File: src/rtl/aclk_keypad_scanner.sv
// 4x3 keypad scanner: column scan, 2-flop row sync, press/release
// debounce and digit encode for the alarm clock key bus.
module aclk_keypad_scanner #(
  parameter int SCAN_DIV = 4,
  parameter int DEBOUNCE = 16
) (
  input  logic       clock,
  input  logic       reset,
  input  logic [3:0] row_in,
  output logic [2:0] col_drive,
  output logic [3:0] key,
  output logic       key_valid
);

  localparam int DW = (SCAN_DIV > 2) ? $clog2(SCAN_DIV) : 2;
  localparam int CW = $clog2(DEBOUNCE + 1);
  localparam logic [DW-1:0] DWELL_LAST = DW'(SCAN_DIV - 1);
  localparam logic [DW-1:0] SETTLE = DW'(2);
  localparam logic [CW-1:0] DEB_LAST = CW'(DEBOUNCE - 1);
  localparam logic [3:0] NOKEY = 4'hA;

  typedef enum logic [1:0] {
    SCAN,
    DEB_PRESS,
    PRESSED,
    DEB_RELEASE
  } state_e;

  state_e state_q, state_d;
  logic [1:0] col_q, col_d;
  logic [DW-1:0] dwell_q, dwell_d;
  logic [CW-1:0] deb_q, deb_d;
  logic [3:0] cap_pat_q, cap_pat_d;
  logic [1:0] cap_row_q, cap_row_d;
  logic [3:0] sync1_q, sync1_d;
  logic [3:0] row_s_q, row_s_d;
  logic [3:0] key_q, key_d;
  logic valid_q, valid_d;

  logic any_low;
  logic [1:0] hit_row;
  logic mappable;
  logic [1:0] col_nxt;
  logic [3:0] digit;

  always_ff @(posedge clock or negedge reset) begin
    if (!reset) begin
      state_q <= SCAN;
      col_q <= 2'd0;
      dwell_q <= '0;
      deb_q <= '0;
      cap_pat_q <= 4'hF;
      cap_row_q <= 2'd0;
      sync1_q <= 4'hF;
      row_s_q <= 4'hF;
      key_q <= NOKEY;
      valid_q <= 1'b0;
    end else begin
      state_q <= state_d;
      col_q <= col_d;
      dwell_q <= dwell_d;
      deb_q <= deb_d;
      cap_pat_q <= cap_pat_d;
      cap_row_q <= cap_row_d;
      sync1_q <= sync1_d;
      row_s_q <= row_s_d;
      key_q <= key_d;
      valid_q <= valid_d;
    end
  end

  // lowest low row wins; '*' and '#' never count as a press
  always_comb begin
    any_low = 1'b0;
    hit_row = 2'd0;
    for (int r = 3; r >= 0; r--) begin
      if (!row_s_q[r]) begin
        any_low = 1'b1;
        hit_row = 2'(r);
      end
    end
    mappable = any_low && !(hit_row == 2'd3 && col_q != 2'd1);
    col_nxt = (col_q == 2'd2) ? 2'd0 : col_q + 2'd1;
    if (cap_row_q == 2'd3) begin
      digit = 4'd0;
    end else begin
      digit = {2'b00, cap_row_q} * 4'd3 + {2'b00, col_q} + 4'd1;
    end
  end

  always_comb begin
    state_d = state_q;
    col_d = col_q;
    dwell_d = dwell_q;
    deb_d = deb_q;
    cap_pat_d = cap_pat_q;
    cap_row_d = cap_row_q;
    sync1_d = row_in;
    row_s_d = sync1_q;
    key_d = key_q;
    valid_d = 1'b0;
    unique case (state_q)
      SCAN: begin
        if (dwell_q >= SETTLE && mappable) begin
          state_d = DEB_PRESS;
          cap_pat_d = row_s_q;
          cap_row_d = hit_row;
          deb_d = CW'(1);
        end else if (dwell_q == DWELL_LAST) begin
          dwell_d = '0;
          col_d = col_nxt;
        end else begin
          dwell_d = dwell_q + DW'(1);
        end
      end
      DEB_PRESS: begin
        if (row_s_q != cap_pat_q) begin
          state_d = SCAN;
          deb_d = '0;
          dwell_d = '0;
        end else if (deb_q == DEB_LAST) begin
          state_d = PRESSED;
          deb_d = '0;
          key_d = digit;
          valid_d = 1'b1;
        end else begin
          deb_d = deb_q + CW'(1);
        end
      end
      PRESSED: begin
        if (row_s_q[cap_row_q]) begin
          state_d = DEB_RELEASE;
          deb_d = CW'(1);
        end
      end
      DEB_RELEASE: begin
        if (!row_s_q[cap_row_q]) begin
          state_d = PRESSED;
          deb_d = '0;
        end else if (deb_q == DEB_LAST) begin
          state_d = SCAN;
          key_d = NOKEY;
          deb_d = '0;
          dwell_d = '0;
          col_d = col_nxt;
        end else begin
          deb_d = deb_q + CW'(1);
        end
      end
      default: state_d = SCAN;
    endcase
  end

  assign col_drive = ~(3'b001 << col_q);
  assign key = key_q;
  assign key_valid = valid_q;

endmodule

File: config.mk
export PLATFORM = sky130hd
export DESIGN_NAME = aclk_keypad_scanner
export DESIGN_NICKNAME = d
export VERILOG_FILES = /design/src/rtl/aclk_keypad_scanner.sv
export SDC_FILE = /design/constraint.sdc
export NUM_CORES = 1
export LEC_CHECK = 0
export ABC_AREA = 1
export CAP_MARGIN = 20
export CORE_ASPECT_RATIO = 2
export CORE_MARGIN = 1.5
export CORE_UTILIZATION = 30
export CTS_CLUSTER_DIAMETER = 200
export DETAILED_ROUTE_END_ITERATION = 16
export HOLD_SLACK_MARGIN = 0.12
export PLACE_DENSITY = 0.48
export SETUP_SLACK_MARGIN = 0.5
export SLEW_MARGIN = 20
export SYNTH_ARGS = -nofsm -noshare
export SYNTH_HDL_FRONTEND = slang
export SYNTH_SLANG_ARGS = --single-unit
File: constraint.sdc
create_clock -name clock -period 3.9 [get_ports clock]
set_input_delay 0.78 -clock clock [delete_from_list [all_inputs] [get_ports clock]]
set_output_delay 0.78 -clock clock [all_outputs]
set_load 0.1 [all_outputs]
==> impl_metrics.json <==
{
  "syn2layout_area_growth_pct": 19.86,
  "drc_errors": 0,
  "peakVddDrop_mv": 0.3405,
  "first_pass_iters": 4,
  "wire_per_inst_um": 12.55,
  "async_reset_ff_share_pct": 100.0,
  "vias": 1353,
  "fin_skew_ps": 6.685,
  "coreArea_um2": 5660,
  "grt_overflow_total": 0,
  "drive_gt1_share_pct": 20.87,
  "power_frac_seq_pct": 30.4,
  "path_cells": "inv_1, nand2_1, clkdlybuf4s50_1",
  "via_per_inst": 4.649,
  "ctsHoldBuffers": 0,
  "start_kind": "flop",
  "synth-main-ff-cell": "dfrtp_1",
  "drtIter0Drc": 24,
  "internal-power_mw": 0.8909,
  "ys_seq_area_share_pct": 44.01,
  "fin_crit_sh_pct": 71.60,
  "cts_resized": 0,
  "slowest_delay_ps": 1120,
  "antenna_found_initial": 0,
  "final_common_cell": "nand2_1",
  "slew_violations": 0,
  "grt_max_degree": 31,
  "final_nets": 244,
  "critical_path_buf_inv_count": 2,
  "fin_tns_setup_ps": 0,
  "syn_avg_cell_area_um2": 8.312,
  "cap_violations": 0,
  "tightestPinTransition_ps": 962.7,
  "rows": 39,
  "fmax_ghz": 0.3581,
  "setup_viol": 0,
  "fin_crit_ps": 2792,
  "clock-sinks": 30,
  "synth-seq-cells": 30,
  "groute.usage.overall_pct": 12.94,
  "relSlewSlack_pct": 35.62,
  "worst-path-stages": 3,
  "cp_top_family": "buffers and inverters",
  "cts_buffer_depth": 2,
  "gp_congestion": 0.8068,
  "cts_tree": "yes",
  "leakagePower_nw": 1.036,
  "setup.worst_path.end_class": "output pin",
  "start_util_pct": 30.84,
  "numCtsBuffers": 5,
  "cts_max_level": 2,
  "regArea_um2": 768.2,
  "io_pins": 14,
  "die_h_um": 110.9,
  "die_w_um": 56.94,
  "grt_pass1_wl_mm": 6.279,
  "grt_pass1_vias": 1388,
  "place_ws_ps": 1391,
  "cp.required_ps": 3120,
  "switching_power_mw": 0.7270,
  "synth-edff-count": 0,
  "yosysWarnings": 0,
  "clock_tree.root_cell": "clkbuf_16",
  "clk_latency_ps": 280,
  "critPathMaxFanout": 6,
  "io_buffers": 13,
  "critPathSlowestCell": "clkdlybuf4s50_1",
  "synth.area.top_cells": "dfrtp_1 23%, dfstp_2 21%, nand2_1 13%",
  "arrival_ps": 2010,
  "hold_viol_final": 0,
  "synth_area_um2": 1745,
  "crit_type": "reg -> out",
  "hp-class": "reg -> reg",
  "diodes": 0,
  "drtAntennaViolNets": 0,
  "p_clk_share_pct": 24.0,
  "synth.distinct_cells": 26,
  "hold_depth": 0,
  "rsz0062_at_grt": "false",
  "p_comb_share_pct": 45.6,
  "dp_hpwl_mm": 2.789,
  "synth_cells": 210,
  "cts.clk_slew.worst_paths_ps": 50,
  "layout_common_cells": "61 x nand2_1, 26 x inv_1, 16 x dfrtp_1, 14 x dfstp_2",
  "layout_setup_ws_ps": 1108,
  "synth_top_cell_by_area": "dfrtp_1",
  "post_cts_buffers": 0,
  "multi_input_area_um2": 845.8,
  "synth_nets": 225,
  "p_per_area_nw_per_um2": 773.4,
  "swShare_pct": 44.94,
  "synth.top_cell.area_share_pct": 22.94,
  "wirelength_mm": 3.652,
  "outcome": "completed",
  "die_area_um2": 6312,
  "r2r_cells": 5,
  "nFillCells": 621
}
==> sequential cells by signal (all words and copies together), names as in the netlist <==
name and count:
key 4, state_q 2, row_s_q 4, cap_pat_q 4, row_s_d 4, cap_row_q 2
key_valid 1, col_q 2, deb_q 5, dwell_q 2
==> path summary, 6_finish.rpt <==
path / end / startpoint / slack (ps)
worst max-delay path: col_drive[2] / col_q[0] / 1110
worst min-delay path: row_s_q[1] / row_s_d[1] / 350
worst max register to register: key[2] / cap_row_q[0] / 1900
worst min register to register: row_s_q[1] / row_s_d[1] / 350
max in group asynchronous: row_s_q[0] / reset / 2680
min in group asynchronous: state_q[0] / reset / 890
==> final cells by class <==
| cell class | instances | area share (%) |
|---|---|---|
| Tap cell | 61 | 3.648 |
| Clock buffer | 7 | 6.818 |
| Multi-Input combinational cell | 147 | 40.43 |
| Sequential cell | 30 | 36.72 |
| Timing Repair Buffer | 14 | 6.579 |
| Inverter | 31 | 5.562 |
| Clock inverter | 1 | 0.2392 |
==> power groups by stage <==
stage	Clock, mW	Combinational (mW)	Sequential (mW)
CTS	0.399	0.757	0.493
global placement	0	0.745	0.496
detailed placement	0	0.757	0.497
floorplan	0	0.600	0.463
global route	0.411	0.830	0.507
finish	0.388	0.738	0.492
==> cells by family after synthesis <==
logic type                 Yosys count  share of synthesized area [%]
DFF                                 30                          44.01
xor gates and xnor gates             2                          1.004
AOI/OAI and AO/OA                   23                          8.172
adders and majority gates            9                          7.312
buffers and inverters               33                          7.527
and+or+nand+nor                    113                          31.97
==> cell usage after synthesis, types with 2 or more instances <==
| master | count |
|---|---|
| nand2_4 | 4 |
| a21oi_1 | 6 |
| buf_4 | 2 |
| nor3_1 | 4 |
| nand4_1 | 5 |
| ha_1 | 7 |
| nand3_1 | 13 |
| fa_1 | 2 |
| nand2_2 | 5 |
| o21ai_1 | 9 |
| nor2_4 | 4 |
| nand3_2 | 4 |
| dfrtp_1 | 16 |
| xor2_1 | 2 |
| nor2_1 | 12 |
| dfstp_2 | 14 |
| inv_1 | 26 |
| inv_2 | 5 |
| nand2_1 | 61 |
| o21ai_0 | 3 |
==> layer usage <==
layer	vias up	part of all wire, %	track usage (%)
met5	-	0	0
met2	22	57	24.44
met3	11	2.1	2.800
met4	0	3.1	6.512
li1	705	-	-
met1	615	37	12.40
==> stage by stage <==
step	util [%]	hold WS (ps)	power [mW]	instance area, µm²	std cells
6_report	36.96	353.3	1.618	2092	291
5_1_grt	36.96	356.0	1.749	2092	291
4_1_cts	36.96	354.6	1.650	2092	291
3_5_place_dp	34.35	347.3	1.254	1944	283
3_3_place_gp	34.35	345.9	1.241	1944	283
2_1_floorplan	-	345.2	1.063	1745	210
(Power assumes the default switching activity.)
